File: src/rtl/semaforo_pkg.sv
// Shared encodings and default timing for the pedestrian button path of the traffic-light controller.
package semaforo_pkg;

  typedef enum logic [2:0] {
    IDLE     = 3'd0,
    DEBOUNCE = 3'd1,
    ACTIVE   = 3'd2,
    LOCKOUT  = 3'd3,
    RELEASE  = 3'd4
  } state_t;

  // Light controller phase lengths; one full cycle sets the request hold time.
  localparam int unsigned VERDE_CYCLES    = 2;
  localparam int unsigned AMARELO_CYCLES  = 4;
  localparam int unsigned VERMELHO_CYCLES = 3;

  localparam int unsigned DEB_DEFAULT  = 4;
  localparam int unsigned HOLD_DEFAULT = VERDE_CYCLES + AMARELO_CYCLES + VERMELHO_CYCLES;
  localparam int unsigned LOCK_DEFAULT = 6;
  localparam int unsigned CNT_W_DEFAULT = 4;

endpackage

File: src/rtl/sync2.sv
// Two-flop synchroniser with synchronous reset to 0.
module sync2 (
  input  logic clk,
  input  logic rst,
  input  logic d,
  output logic q
);

  logic meta;

  always_ff @(posedge clk) begin
    if (rst) begin
      meta <= 1'b0;
      q    <= 1'b0;
    end else begin
      meta <= d;
      q    <= meta;
    end
  end

endmodule

File: src/rtl/botao_cond.sv
// Push-button conditioner: debounce, fixed-length bt pulse, lockout until release.
// Define BOTAO_SYNC_EN to place a 2-flop synchroniser on bt_raw.
module botao_cond
  import semaforo_pkg::*;
#(
  parameter int unsigned DEB_CYCLES  = DEB_DEFAULT,
  parameter int unsigned HOLD_CYCLES = HOLD_DEFAULT,
  parameter int unsigned LOCK_CYCLES = LOCK_DEFAULT,
  parameter int unsigned CNT_W       = CNT_W_DEFAULT
) (
  input  logic clk,
  input  logic rst,
  input  logic bt_raw,
  output logic bt,
  output logic lock
);

  localparam logic [CNT_W-1:0] DEB_LAST  = CNT_W'(DEB_CYCLES - 1);
  localparam logic [CNT_W-1:0] HOLD_LAST = CNT_W'(HOLD_CYCLES - 1);
  localparam logic [CNT_W-1:0] LOCK_LAST = CNT_W'(LOCK_CYCLES - 1);

  logic             s;
  state_t           state, state_nx;
  logic [CNT_W-1:0] cnt, cnt_nx;
  logic             bt_nx, lock_nx;

`ifdef BOTAO_SYNC_EN
  sync2 u_sync (
    .clk (clk),
    .rst (rst),
    .d   (bt_raw),
    .q   (s)
  );
`else
  assign s = bt_raw;
`endif

  always_ff @(posedge clk) begin
    if (rst) begin
      state <= IDLE;
      cnt   <= '0;
      bt    <= 1'b0;
      lock  <= 1'b0;
    end else begin
      state <= state_nx;
      cnt   <= cnt_nx;
      bt    <= bt_nx;
      lock  <= lock_nx;
    end
  end

  // Outputs are registered from the next-state decode so they line up with the state.
  always_comb begin
    state_nx = state;
    cnt_nx   = cnt;
    case (state)
      IDLE: begin
        if (s) begin
          state_nx = DEBOUNCE;
          cnt_nx   = '0;
        end
      end
      DEBOUNCE: begin
        if (!s) begin
          state_nx = IDLE;
          cnt_nx   = '0;
        end else if (cnt == DEB_LAST) begin
          state_nx = ACTIVE;
          cnt_nx   = '0;
        end else begin
          cnt_nx = cnt + CNT_W'(1);
        end
      end
      ACTIVE: begin
        if (cnt == HOLD_LAST) begin
          state_nx = LOCKOUT;
          cnt_nx   = '0;
        end else begin
          cnt_nx = cnt + CNT_W'(1);
        end
      end
      LOCKOUT: begin
        if (cnt == LOCK_LAST) begin
          state_nx = s ? RELEASE : IDLE;
          cnt_nx   = '0;
        end else begin
          cnt_nx = cnt + CNT_W'(1);
        end
      end
      RELEASE: begin
        if (!s) begin
          state_nx = IDLE;
        end
      end
      default: begin
        state_nx = IDLE;
        cnt_nx   = '0;
      end
    endcase
    bt_nx   = (state_nx == ACTIVE);
    lock_nx = (state_nx == LOCKOUT) || (state_nx == RELEASE);
  end

endmodule

File: config.mk
export PLATFORM = sky130hd
export DESIGN_NAME = botao_cond
export DESIGN_NICKNAME = d
export VERILOG_FILES = /design/src/rtl/semaforo_pkg.sv /design/src/rtl/sync2.sv /design/src/rtl/botao_cond.sv
export SDC_FILE = /design/constraint.sdc
export NUM_CORES = 1
export LEC_CHECK = 0
export ABC_AREA = 1
export BUFFER_PORTS_ARGS = -buffer_cell sky130_fd_sc_hd__buf_2
export CAP_MARGIN = 20
export CORE_AREA = 2 2 39 41
export CTS_CLUSTER_DIAMETER = 80
export DETAILED_ROUTE_END_ITERATION = 6
export DIE_AREA = 0 0 41 43
export SYNTH_ARGS = -nofsm -noshare
export SYNTH_HDL_FRONTEND = slang
export SYNTH_SLANG_ARGS = --single-unit
File: constraint.sdc
create_clock -name clk -period 1.31 [get_ports clk]
set_input_delay 0.131 -clock clk [delete_from_list [all_inputs] [get_ports clk]]
set_output_delay 0.131 -clock clk [all_outputs]
set_load 0.1 [all_outputs]
Word level (Yosys, flattened, before mapping) --
Cells that the tools add are included.
Cells by class: bitwise operators 1, reductions and logical operators 3, multiplexer cells 14, add/subtract/negate cells 1, equality and inequality tests 11
Operators by type and width (number):
- 3-bit 2-to-1 mux | 7
- 4-bit 2-to-1 mux | 5
- 4-bit case mux with 5 select lines | 1
- 3-bit case mux with 5 select lines | 1
- 3-bit by 2-bit equality test with 1-bit output (second input constant) | 4
- 3-bit equality test (second input constant) | 2
- 4-bit by 1-bit adder with 4-bit output (second input constant) | 1
- 4-bit by 2-bit equality test with 1-bit output (second input constant) | 1
- 4-bit by 3-bit equality test with 1-bit output (second input constant) | 1
- 4-bit equality test (second input constant) | 1
- 3-bit by 1-bit equality test with 1-bit output (second input constant) | 1
- 3-bit zero test | 1
- 2-bit != test (second input constant) | 1
- 2-bit AND reduction | 1
- 1-bit logical OR | 1
- 1-bit inverter | 1
Storage, ports and cells: flip-flop bits (word level) 9, word-level logic and storage cells 34

Logic depth before layout (Yosys ltp) --
word-level depth 6, gate-level depth with buffers 8, depth with buffers taken out 8

Worst setup path after synthesis --
No wires, ideal clock.
path kind register to register, start point reg cnt[0], end point reg cnt[1], cell stages (with the launch flop) 8, arrival time 1.051 ns, setup slack 0.189 ns, library setup time 0.070 ns, cells stage by stage dfxtp_1 -> inv_1 -> ha_1 -> nand3_1 -> nand2_1 -> nand3_1 -> nand2_1 -> a21oi_1
On the way: longest elaborated chain between the ends 4, elaborated cells between the ends (all ways) 9, classes of those cells add/sub: 1; eq/ne: 3; mux: 5
Ends and longest elaborated chain:
- start: declaration | line botao_cond.sv:24 | logic [CNT_W-1:0] cnt, cnt_nx;
- start signal: assignment | line botao_cond.sv:46 | cnt <= cnt_nx;
- 4-bit by 1-bit adder with 4-bit output or 4-bit by 2-bit equality test with 1-bit output (tied branches)
- 4-bit 2-to-1 mux | line botao_cond.sv:67 | end else if (cnt == DEB_LAST) begin
- 4-bit 2-to-1 mux | line botao_cond.sv:64 | if (!s) begin
- 4-bit case mux with 5 select lines (*) | line botao_cond.sv:56 | case (state)
Mark *: on every way between the ends. The rest lies on a longest branch, timed or not. A chain may end at the register's enable or synchronous reset.

Worst setup path in the final report --
start point reg cnt[1], end point reg cnt[3]
The elaborated chain is that of the path after synthesis.

==> flow_summary.toml <==
[route]
dr.pass1.iters = 4
drt_iter0_drc = 12
vias = 429
routed_wl_microns = 886
wl_per_cell_microns = 9.53
ant_nets = 0
route.detailed.drc = 0
routed_via_density = 4.61

[critical_path]
worstSetupPathType = "reg2reg"
start_kind = "register"
cp_max_fo = 4
r2r_cells = 7
reg2reg_from = "cnt[1]"
cp.required_ns = 1.50
crit_end = "cnt[3]"
regToRegSetupSlack_ns = 0.14
cp.arrival_ns = 1.36
cp_slowest_stage_delay_ns = 0.36
crit_slowest_cell = "dfxtp_1"
worstPathCellList = "inv_1, ha_1, nand3_1, nand2_2, nand3_2, nand2_1, a21oi_1"
r2r_end = "cnt[3]"
endpoint_kind = "register"
startpoint = "cnt[1]"

[status]
outcome = "finished clean"

[yosys]
ys_ff_latch = 9
synth_cells = 70
yosysSeqAreaShare_pct = 37.4
synth.avg_cell_area_sq_um = 6.88
syn_nets = 76
synth.distinct_cells = 16
netlist_area_sq_um = 482
yosys_warnings = 0

[min_path]
timing.hold.worst.start = "rst"
min_path_type = "in2reg"

[power_and_ir_drop]
clkPwrFrac_pct = 38.8
p_switching_mw = 0.117
p_per_area_nw_per_um2 = 956
p_int_mw = 0.409
comb_power_share_pct = 7.2
p_sw_share_pct = 22.3
vdd_drop_max_mv = 0.911
p_leak_nw = 0.241
pwr-share-seq_pct = 54.0

[sta]
rsz0062_at_grt = "no"
fin_tns_setup_ns = 0
period_share_pct = 89.3
drv_slew = 0
clock.fmax_ghz = 0.855
relSlewSlack_pct = 67.9
setup_violations = 0
tightest_slew_ns = 0.485
period_needed_ns = 1.17
hold_violations = 0
fin_worst_skew_ns = 0.00112

[finish]
final_nets = 84
n_antenna_cell = 0
final_util_pct = 39.8
drive_gt1_share_pct = 15.6
area_growth_syn_to_layout_pct = 14.3

[die]
start_util_pct = 34.8
die_area_sq_um = 1760
core_sq_um = 1380
die_y_microns = 43
die_w_microns = 41
rows = 14
ioPinCount = 5

[global_routing]
grt_max_degree = 10
antenna_found_initial = 0
grt_use_total_pct = 12.0
overflow = 0
grt_pass1_vias = 360
grt_pass1_wl_mm = 1.37

[placed_design]
dp_hpwl_microns = 710
place_congestion = 0.785
io_buffers = 4

[clocking]
numCtsBuffers = 3
cts_max_level = 1
clock_path_buffers = 2
postCtsSetupRepairBufs = 0
cts_tree = "done"
cts_root_buf = "clkbuf_4"
clk_pin_slew_ns = 0.06
cts_sinks = 9
worstSkewPairLatency_ns = 0.25

[flow_run]
cap_violations = 0
[synthesized netlist by cell type]
library cell / count / share of area [%]
a31oi_1: 1 / 1.3
a21oi_1: 4 / 4.2
nand2_2: 1 / 1.3
buf_1: 1 / 0.78
o21ai_0: 1 / 1.0
nor2_2: 1 / 1.3
a21boi_0: 1 / 1.6
nor2_1: 11 / 8.6
o21bai_1: 1 / 1.6
dfxtp_1: 9 / 37
ha_1: 3 / 7.8
nand2_1: 17 / 13
inv_1: 8 / 6.2
xor2_1: 2 / 3.6
nand3_1: 8 / 8.3
o21ai_2: 1 / 1.8
[critical path: cells and delay by family (launching register included)]
kind            cells  cell delay [ns]
simple gates        4             0.39
flops               1             0.36
buf+inv             1             0.07
compound gates      1             0.12
fa+ha+maj           1             0.17
[cells by family after synthesis]
| group | share of synthesized area, % |
|---|---|
| buf+inv | 7.01 |
| simple gates | 32.7 |
| compound gates | 11.4 |
| flops | 37.4 |
| fa+ha+maj | 7.79 |
| xor+xnor | 3.64 |
[flip-flops by register name (all words and copies together), names as in the netlist]
| register | count |
|---|---|
| bt | 1 |
| lock | 1 |
| state | 3 |
| cnt | 4 |
[worst min-delay path by stage]
stage	end	slack (ns)	cells past startpoint
after CTS	cnt[2]	0.14	2
after detailed placement	cnt[2]	0.42	2
after global routing	cnt[1]	0.14	2
after floorplan	state[2]	0.39	3
final	cnt[2]	0.15	2
after global placement	cnt[1]	0.42	2
[final cells by class]
cell class              count  area (sq um)
repair buffers              4          20.0
clock buffers               4          26.3
multi-input cells          52           273
flip-flops and latches      9           181
well taps                  16          20.0
inverters                   8          30.0
fillers                   150           833
[metal layers]
| layer | vias up | global-route usage, % | wire (microns) | part of all wire (%) |
|---|---|---|---|---|
| met5 | - | 0 | 0 | 0 |
| li1 | 237 | - | - | - |
| met2 | 12 | 18.4 | 424 | 48 |
| met4 | 0 | 2.00 | 0 | 0 |
| met3 | 0 | 9.42 | 59 | 6.7 |
| met1 | 180 | 12.7 | 403 | 45 |
[power by group through the flow]
| stage | clock [mW] | combinational (mW) | sequential, mW |
|---|---|---|---|
| 6_report | 0.204 | 0.0380 | 0.284 |
| 5_1_grt | 0.231 | 0.0445 | 0.285 |
| 4_1_cts | 0.216 | 0.0384 | 0.284 |
| 3_5_place_dp | 0 | 0.0383 | 0.290 |
| 3_3_place_gp | 0 | 0.0385 | 0.290 |
| 2_1_floorplan | 0 | 0.0293 | 0.288 |
[metrics by stage]
stage	instances	hold WS, ns	power, mW	worst slack, ns	area, sq um
floorplan	70	0.387	0.318	0.189	482
global placement	89	0.416	0.328	0.0305	518
detailed placement	89	0.417	0.328	0.0322	518
CTS	93	0.142	0.538	0.0176	544
global route	93	0.144	0.560	0.0179	551
finish	93	0.148	0.526	0.140	551
[cells in the final DEF (no fill, tap or decap)]
cell type  synthesis  routed
dfxtp_1            9       8
nor2_2             1       1
nand3_1            8       7
ha_1               3       3
buf_2              0       4
xor2_1             2       2
dfxtp_2            0       1
a31oi_1            1       1
nand3_2            0       1
a21oi_1            4       4
inv_1              8       8
nand2_2            1       1
clkbuf_1           0       1
o21ai_2            1       1
clkbuf_4           0       3
o21bai_1           1       1
nor2_1            11      11
o21ai_0            1       1
a21boi_0           1       1
nand2_1           17      17
[repair_timing]
item | in CTS | in global routing
setup endpoints to repair | 0 | 5
hold buffers | 0 | 0
resized for setup | 0 | 2
Note: power is estimated with default switching activity, not from simulation.
